[src/rtl/reg_dump_unit.sv]
// reg_dump_unit
//   Walks register addresses 0..NUM_REGISTERS-1 on a start request, reads
//   each word through a combinational register-file read port and streams it
//   out most-significant byte first over a valid/ready byte interface.
//
// Ports
//   clk           system clock, rising edge
//   reset         synchronous, active-high reset
//   start         dump request, sampled only in IDLE
//   busy          high in every state other than IDLE
//   done          one-cycle pulse after the last byte is accepted
//   rf_read_add   registered register-file read address
//   rf_read_data  register-file read data (combinational from rf_read_add)
//   tx_data       byte to transmit
//   tx_valid      tx_data holds a valid byte
//   tx_ready      downstream accepts the byte this cycle
//
// States
//   IDLE | waiting for start
//   LOAD | capture rf_read_data into the shift register (one cycle)
//   SEND | present bytes MSB first until the whole word is accepted
//   DONE | one-cycle done pulse, then back to IDLE
module reg_dump_unit #(
  parameter int DATA_WIDTH    = 32,
  parameter int WIDTH_ADD     = 5,
  parameter int NUM_REGISTERS = 32
) (
  input  logic                  clk,
  input  logic                  reset,
  input  logic                  start,
  output logic                  busy,
  output logic                  done,
  output logic [WIDTH_ADD-1:0]  rf_read_add,
  input  logic [DATA_WIDTH-1:0] rf_read_data,
  output logic [7:0]            tx_data,
  output logic                  tx_valid,
  input  logic                  tx_ready
);

  localparam int BYTES = DATA_WIDTH / 8;
  localparam int CW    = (BYTES > 1) ? $clog2(BYTES) : 1;
  localparam logic [CW-1:0]        LAST_BYTE = CW'(BYTES - 1);
  localparam logic [WIDTH_ADD-1:0] LAST_ADD  = WIDTH_ADD'(NUM_REGISTERS - 1);

  typedef enum logic [1:0] {
    IDLE = 2'd0,
    LOAD = 2'd1,
    SEND = 2'd2,
    DONE = 2'd3
  } state_t;

  state_t                state;
  state_t                state_nxt;
  logic [DATA_WIDTH-1:0] shift_q;
  logic [CW-1:0]         byte_cnt;
  logic                  xfer;

  assign tx_data = shift_q[DATA_WIDTH-1 -: 8];

  always_comb begin
    state_nxt = state;
    busy      = (state != IDLE);
    done      = (state == DONE);
    tx_valid  = (state == SEND);
    xfer      = (state == SEND) && tx_ready;
    case (state)
      IDLE: if (start) state_nxt = LOAD;
      LOAD: state_nxt = SEND;
      SEND: begin
        if (xfer && (byte_cnt == LAST_BYTE)) begin
          state_nxt = (rf_read_add == LAST_ADD) ? DONE : LOAD;
        end
      end
      DONE:    state_nxt = IDLE;
      default: state_nxt = IDLE;
    endcase
  end

  always_ff @(posedge clk) begin
    if (reset) state <= IDLE;
    else       state <= state_nxt;
  end

  always_ff @(posedge clk) begin
    if (reset) begin
      rf_read_add <= '0;
      shift_q     <= '0;
      byte_cnt    <= '0;
    end else begin
      case (state)
        IDLE: if (start) rf_read_add <= '0;
        LOAD: begin
          shift_q  <= rf_read_data;
          byte_cnt <= '0;
        end
        SEND: begin
          if (xfer) begin
            if (byte_cnt == LAST_BYTE) begin
              // The address stops at the last register; DONE keeps it there.
              if (rf_read_add != LAST_ADD) rf_read_add <= rf_read_add + 1'b1;
            end else begin
              shift_q  <= shift_q << 8;
              byte_cnt <= byte_cnt + 1'b1;
            end
          end
        end
        default: ;
      endcase
    end
  end

endmodule

[config.mk]
export PLATFORM = sky130hd
export DESIGN_NAME = reg_dump_unit
export DESIGN_NICKNAME = d
export VERILOG_FILES = /design/src/rtl/reg_dump_unit.sv
export SDC_FILE = /design/constraint.sdc
export NUM_CORES = 1
export LEC_CHECK = 0
export CAP_MARGIN = 20
export CORE_ASPECT_RATIO = 0.9
export CORE_MARGIN = 3
export CORE_UTILIZATION = 35
export DETAILED_ROUTE_END_ITERATION = 8
export DONT_BUFFER_PORTS = 1
export PLACE_DENSITY = 0.51
export SETUP_SLACK_MARGIN = 0.4
export SLEW_MARGIN = 20
export SYNTH_ARGS = -nofsm -noshare
export SYNTH_HDL_FRONTEND = slang
export SYNTH_SLANG_ARGS = --single-unit
export TNS_END_PERCENT = 5
[constraint.sdc]
create_clock -name clk -period 3.9 [get_ports clk]
set_input_delay 0.78 -clock clk [delete_from_list [all_inputs] [get_ports clk]]
set_output_delay 0.78 -clock clk [all_outputs]
set_load 0.01 [all_outputs]
# --- Word-level counts from Yosys, hierarchy flattened ---
# Index checks and enable logic that the tools add are counted.
word_totals:
  inputBits: 36
  ff_bits: 41
  out_inout_bits: 16
  elab_cells: 42
op_classes:
  n_addsub: 2
  n_reduce_logical: 9
  eq_ne: 12
  muxes: 15
op_table:
  columns: ["cell", "count"]
  rows:
  - ["32-bit two-way mux", 2]
  - ["32-bit case mux with 2 select lines", 1]
  - ["5-bit two-way mux", 4]
  - ["2-bit two-way mux", 5]
  - ["5-bit case mux with 2 select lines", 1]
  - ["2-bit by 1-bit inequality test with 1-bit output, second input constant", 4]
  - ["2-bit case mux with 4 select lines", 1]
  - ["2-bit == test, second input constant", 3]
  - ["2-bit nonzero test", 3]
  - ["5-bit by 1-bit adder with 5-bit output, second input constant", 1]
  - ["5-bit == test, second input constant", 1]
  - ["5-bit inequality test, second input constant", 1]
  - ["5-bit AND reduction", 1]
  - ["2-bit inequality test, second input constant", 2]
  - ["2-bit case mux with 2 select lines", 1]
  - ["3-bit AND reduction", 1]
  - ["2-bit by 1-bit adder with 2-bit output, second input constant", 1]
  - ["2-bit by 1-bit == test with 1-bit output, second input constant", 1]
  - ["1-bit logical AND", 2]
  - ["2-bit zero test", 1]
  - ["2-bit AND reduction", 1]

# --- Depth between registers and ports, before layout ---
depth:
  word_depth: 5
  depth_mapped: 7
  mapped_depth_nobuf: 6

# --- Worst setup path after synthesis ---
# Ideal clock, no wire load.
synth_path:
  kind: "flip-flop to flip-flop"
  start: "reg rf_read_add[0]"
  end: "reg rf_read_add[3]"
  setup_ns: 0.075
  arrival_ns: 1.747
  setup_slack_ns: 2.077
  required_time_ns: 3.825
  path_buffers: 0
  period_less_slack_ns: 1.823
  stages_incl_launch_ff: 7
  cell_sequence: "dfxtp_1 ha_1 and3_1 ha_1 nand3b_1 or4_1 a31oi_1"
synth_between:
  elab_chain_cells: 5
  elab_cells_between_ends: 8
  cone_classes: "add/sub (1); eq/ne (2); mux (4); reduce/logical (1)"
synth_rtl:
  columns: ["element", "line_no", "source"]
  rows:
  - ["from (decl)", "33", "output logic [WIDTH_ADD-1:0] rf_read_add,"]
  - ["from (signal assigned)", "100", "if (rf_read_add != LAST_ADD) rf_read_add <= rf_read_add + 1'b1;"]
  - ["5-bit by 1-bit adder with 5-bit output", "100", null]
  - ["5-bit two-way mux", "100", null]
  - ["5-bit two-way mux", "98", "if (byte_cnt == LAST_BYTE) begin"]
  - ["5-bit two-way mux", "97", "if (xfer) begin"]
  - ["5-bit case mux with 2 select lines", "90", "case (state)"]
# Several ways; a longest one is shown, not always the timed one. The select of a mux whose other input is x is not followed.
# A chain may end at the register's enable or synchronous reset.

# --- Worst setup path in the final report ---
layout_path:
  start: "reg state[1]"
  end: "out tx_valid"
layout_between:
  elab_chain_cells: 1
layout_rtl:
  columns: ["element", "line_no", "source"]
  rows:
  - ["from (decl)", "52", "state_t state;"]
  - ["from (signal assigned)", "81", "else state <= state_nxt;"]
  - ["2-bit == test", "64", "tx_valid = (state == SEND);"]
  - ["to (decl)", "36", "output logic tx_valid,"]
# No other way between the ends.

==> metrics.csv <==
stage,metric,value,unit
timing,RSZ-0062 raised after global routing,false,
floorplan,Die ar.,6980,um^2
worst_setup_path,FF-to-FF Start,state[1],
cells_and_area,share of layout cells above drive strength 1,0.177,
cells_and_area,Nets,253,
detailed_routing,final wirelength,4.70,mm
cells_and_area,cell area after layout,2160,um^2
floorplan,Core Footprint,5760,um^2
timing,Slew @ Worst Pin,0.602,ns
job,max cap viols,0,
floorplan,Die X,87.8,um
yosys,Synth Instances,234,
clock_network,CTS tree,built,
cells_and_area,most frequent cells in the layout,"48 x nand2_1, 41 x dfxtp_1, 25 x nor3_1",
timing,Tmin final,2.37,ns
power_and_ir_drop,PD cells,444,nW/um^2
timing,Final WS setup,1.53,ns
timing,final hold violations,0,
clock_network,cts bufs inserted,5,
power_and_ir_drop,"Power, Total",961,uW
yosys,share of flip-flops with an asynchronous set or reset,0,
min_path,cell count of the worst hold path,1,
clock_network,worst skew pair latency,0.29,ns
timing,Final period util,0.608,
yosys,synth warn,0,
placement,DP Area,2040,um^2
cells_and_area,Layout Utilization,0.376,
grt,All-Layer GR Usage,0.142,
worst_setup_path,crit path DAT,1.59,ns
cells_and_area,"most common cell after layout, fill and taps aside",nand2_1,
detailed_routing,antenna-violating nets left,0,
yosys,Post-Synth Simple-Gate Area,0.250,
floorplan,# IOs,52,
detailed_routing,highest routed layer,met4,
floorplan,row count,26,
clock_network,clk buf depth,2,
grt,total congestion overflow,0,
yosys,Synth Area in Compound Gates,0.248,
detailed_routing,drt first pass iters,4,
detailed_routing,met2 WL,2.15,mm
yosys,ys flop type,dfxtp_1,
grt,vias in the first global route,1524,
yosys,Yosys reg bits,41,
worst_setup_path,Worst Reg-to-Reg Cells,5,
placement,post-DP HPWL,3.18,mm
timing,hold_ws,0.481,ns
worst_setup_path,Crit. Startpoint,state[1],
outcome,status,"complete, no violations",
timing,Layout Skew,0.00574,ns
grt,initial antenna violation count,0,
detailed_routing,drt via density,5.57,
floorplan,Starting Density,0.366,
power_and_ir_drop,worst vdd ir,0.175,mV
detailed_routing,DRC viols,0,
worst_setup_path,"Req. time, crit path",3.12,ns
min_path,Min-Delay Path Class,register to register,
placement,Port-buffer cells,0,
clock_network,CTS Root Cell,clkbuf_8,
clock_network,H-tree depth,2,
detailed_routing,DR WL met3,293,um
yosys,"EDFF count, synth",0,
yosys,Synthesized Nets,273,
worst_setup_path,Worst setup SP type,register,
timing,f_max,0.422,GHz
grt,largest net degree at the start of global routing,39,
min_path,hold path start,shift_q[4],
power_and_ir_drop,P_leak,0.741,nW
clock_network,clk sinks,41,
worst_setup_path,CP Max Fanout,28,
detailed_routing,DR iter-0 viols,142,
yosys,main combinational cell family by area after synthesis,simple AND/OR/NAND/NOR gates,
timing,Max-slew headroom,0.598,
detailed_routing,Avg WL per Cell,16.5,um
placement,Final GP Congestion,0.722,
cells_and_area,Filler Cells Inserted,587,
clock_network,Setup Buffers After CTS,0,
cells_and_area,area delta synth->final,2.73,%
cells_and_area,post-route insts no fill,285,
worst_setup_path,endpoint class of the critical path,primary output,
worst_setup_path,worst setup path class,register to primary output,
timing,Slew Limit Fails,0,
floorplan,die span in y,79.6,um
yosys,Avg Inst Size Synth,9.00,um^2
yosys,"Seq/Total Area, Yosys",0.390,
yosys,Synth cell types,38,
yosys,post-synthesis adder-cell area fraction,0.0178,
detailed_routing,DRT met1 WL,2.21,mm
placement,pre-CTS setup slack,1.64,ns
clock_network,"Reg clk slew, reported paths",0.08,ns
grt,first-pass GRT wire length,7.78,mm
yosys,"Cell Area, Synth",2110,um^2
cells_and_area,n_diodes,0,
detailed_routing,via count,1587,
placement,DP Cell Count,277,
clock_network,hold buffers post-CTS,0,
timing,"Setup violations, final",0,
yosys,Synth Area in XOR/XNOR,0,
timing,total negative setup slack,0,ns
clock_network,CTS resizes,0,
yosys,multiplexer share of the synthesized area,0.00475,
## area by class of cell
class / instances / area [um^2] / share of cell area
clock buffers: 6 / 82.6 / 0.0382
multi-input cells: 160 / 1100 / 0.507
repair buffers: 4 / 30.0 / 0.0139
flip-flops and latches: 41 / 821 / 0.379
well taps: 70 / 87.6 / 0.0405
clock inverters: 2 / 37.5 / 0.0174
inverters: 2 / 7.51 / 0.00347
## power by group
| part | internal (mW) | leakage [nW] | switching [mW] |
|---|---|---|---|
| logic | 0.0551 | 0.348 | 0.0704 |
| clock network | 0.208 | 0.0574 | 0.150 |
| registers | 0.450 | 0.336 | 0.0279 |
| total | 0.713 | 0.741 | 0.248 |
## Yosys cell counts, drive strengths merged, types with 2 or more instances
master | instances | share of area
nand2 | 48 | 0.086
o211ai | 5 | 0.018
nor2b | 7 | 0.021
nand3 | 6 | 0.014
nand2b | 4 | 0.012
or2 | 2 | 0.0059
nor2 | 3 | 0.0053
a311oi | 24 | 0.16
and4bb | 2 | 0.012
a31oi | 2 | 0.0059
ha | 3 | 0.018
a22o | 8 | 0.033
dfxtp | 41 | 0.39
buf | 17 | 0.062
clkbuf | 14 | 0.025
inv | 2 | 0.0036
nor3 | 26 | 0.064
a21oi | 5 | 0.012
o21ai | 3 | 0.0071
## metal layers
metal  GRT usage  vias up
li1            -      806
met1       0.192      738
met2       0.212       38
met3      0.0464        5
met4      0.0460        0
met5           0        -
## cells by family after synthesis
logic type / Yosys count
AND/OR/NAND/NOR: 106
AO/OA/AOI/OAI: 50
flip-flops: 41
buffers and inverters: 33
adder cells (fa/ha/maj): 3
multiplexers: 1
## final timing paths
kind | endpoint | slack [ns]
worst max-delay path | tx_valid | 1.53
worst max register to register | shift_q[21] | 1.66
worst min register to register | shift_q[4] | 0.48
worst min-delay path | shift_q[4] | 0.48
## worst max-delay path, stage by stage, from the launching register on
cell	delay [ns]
dfxtp_1	0.71
nand2b_1	0.16
inv_2	0.42
## flip-flops by register name, summed over array words and instances, names as in the netlist
| register | count |
|---|---|
| byte_cnt | 2 |
| shift_q | 32 |
| state | 2 |
| rf_read_add | 5 |
Power figures use the tool's default switching activity.
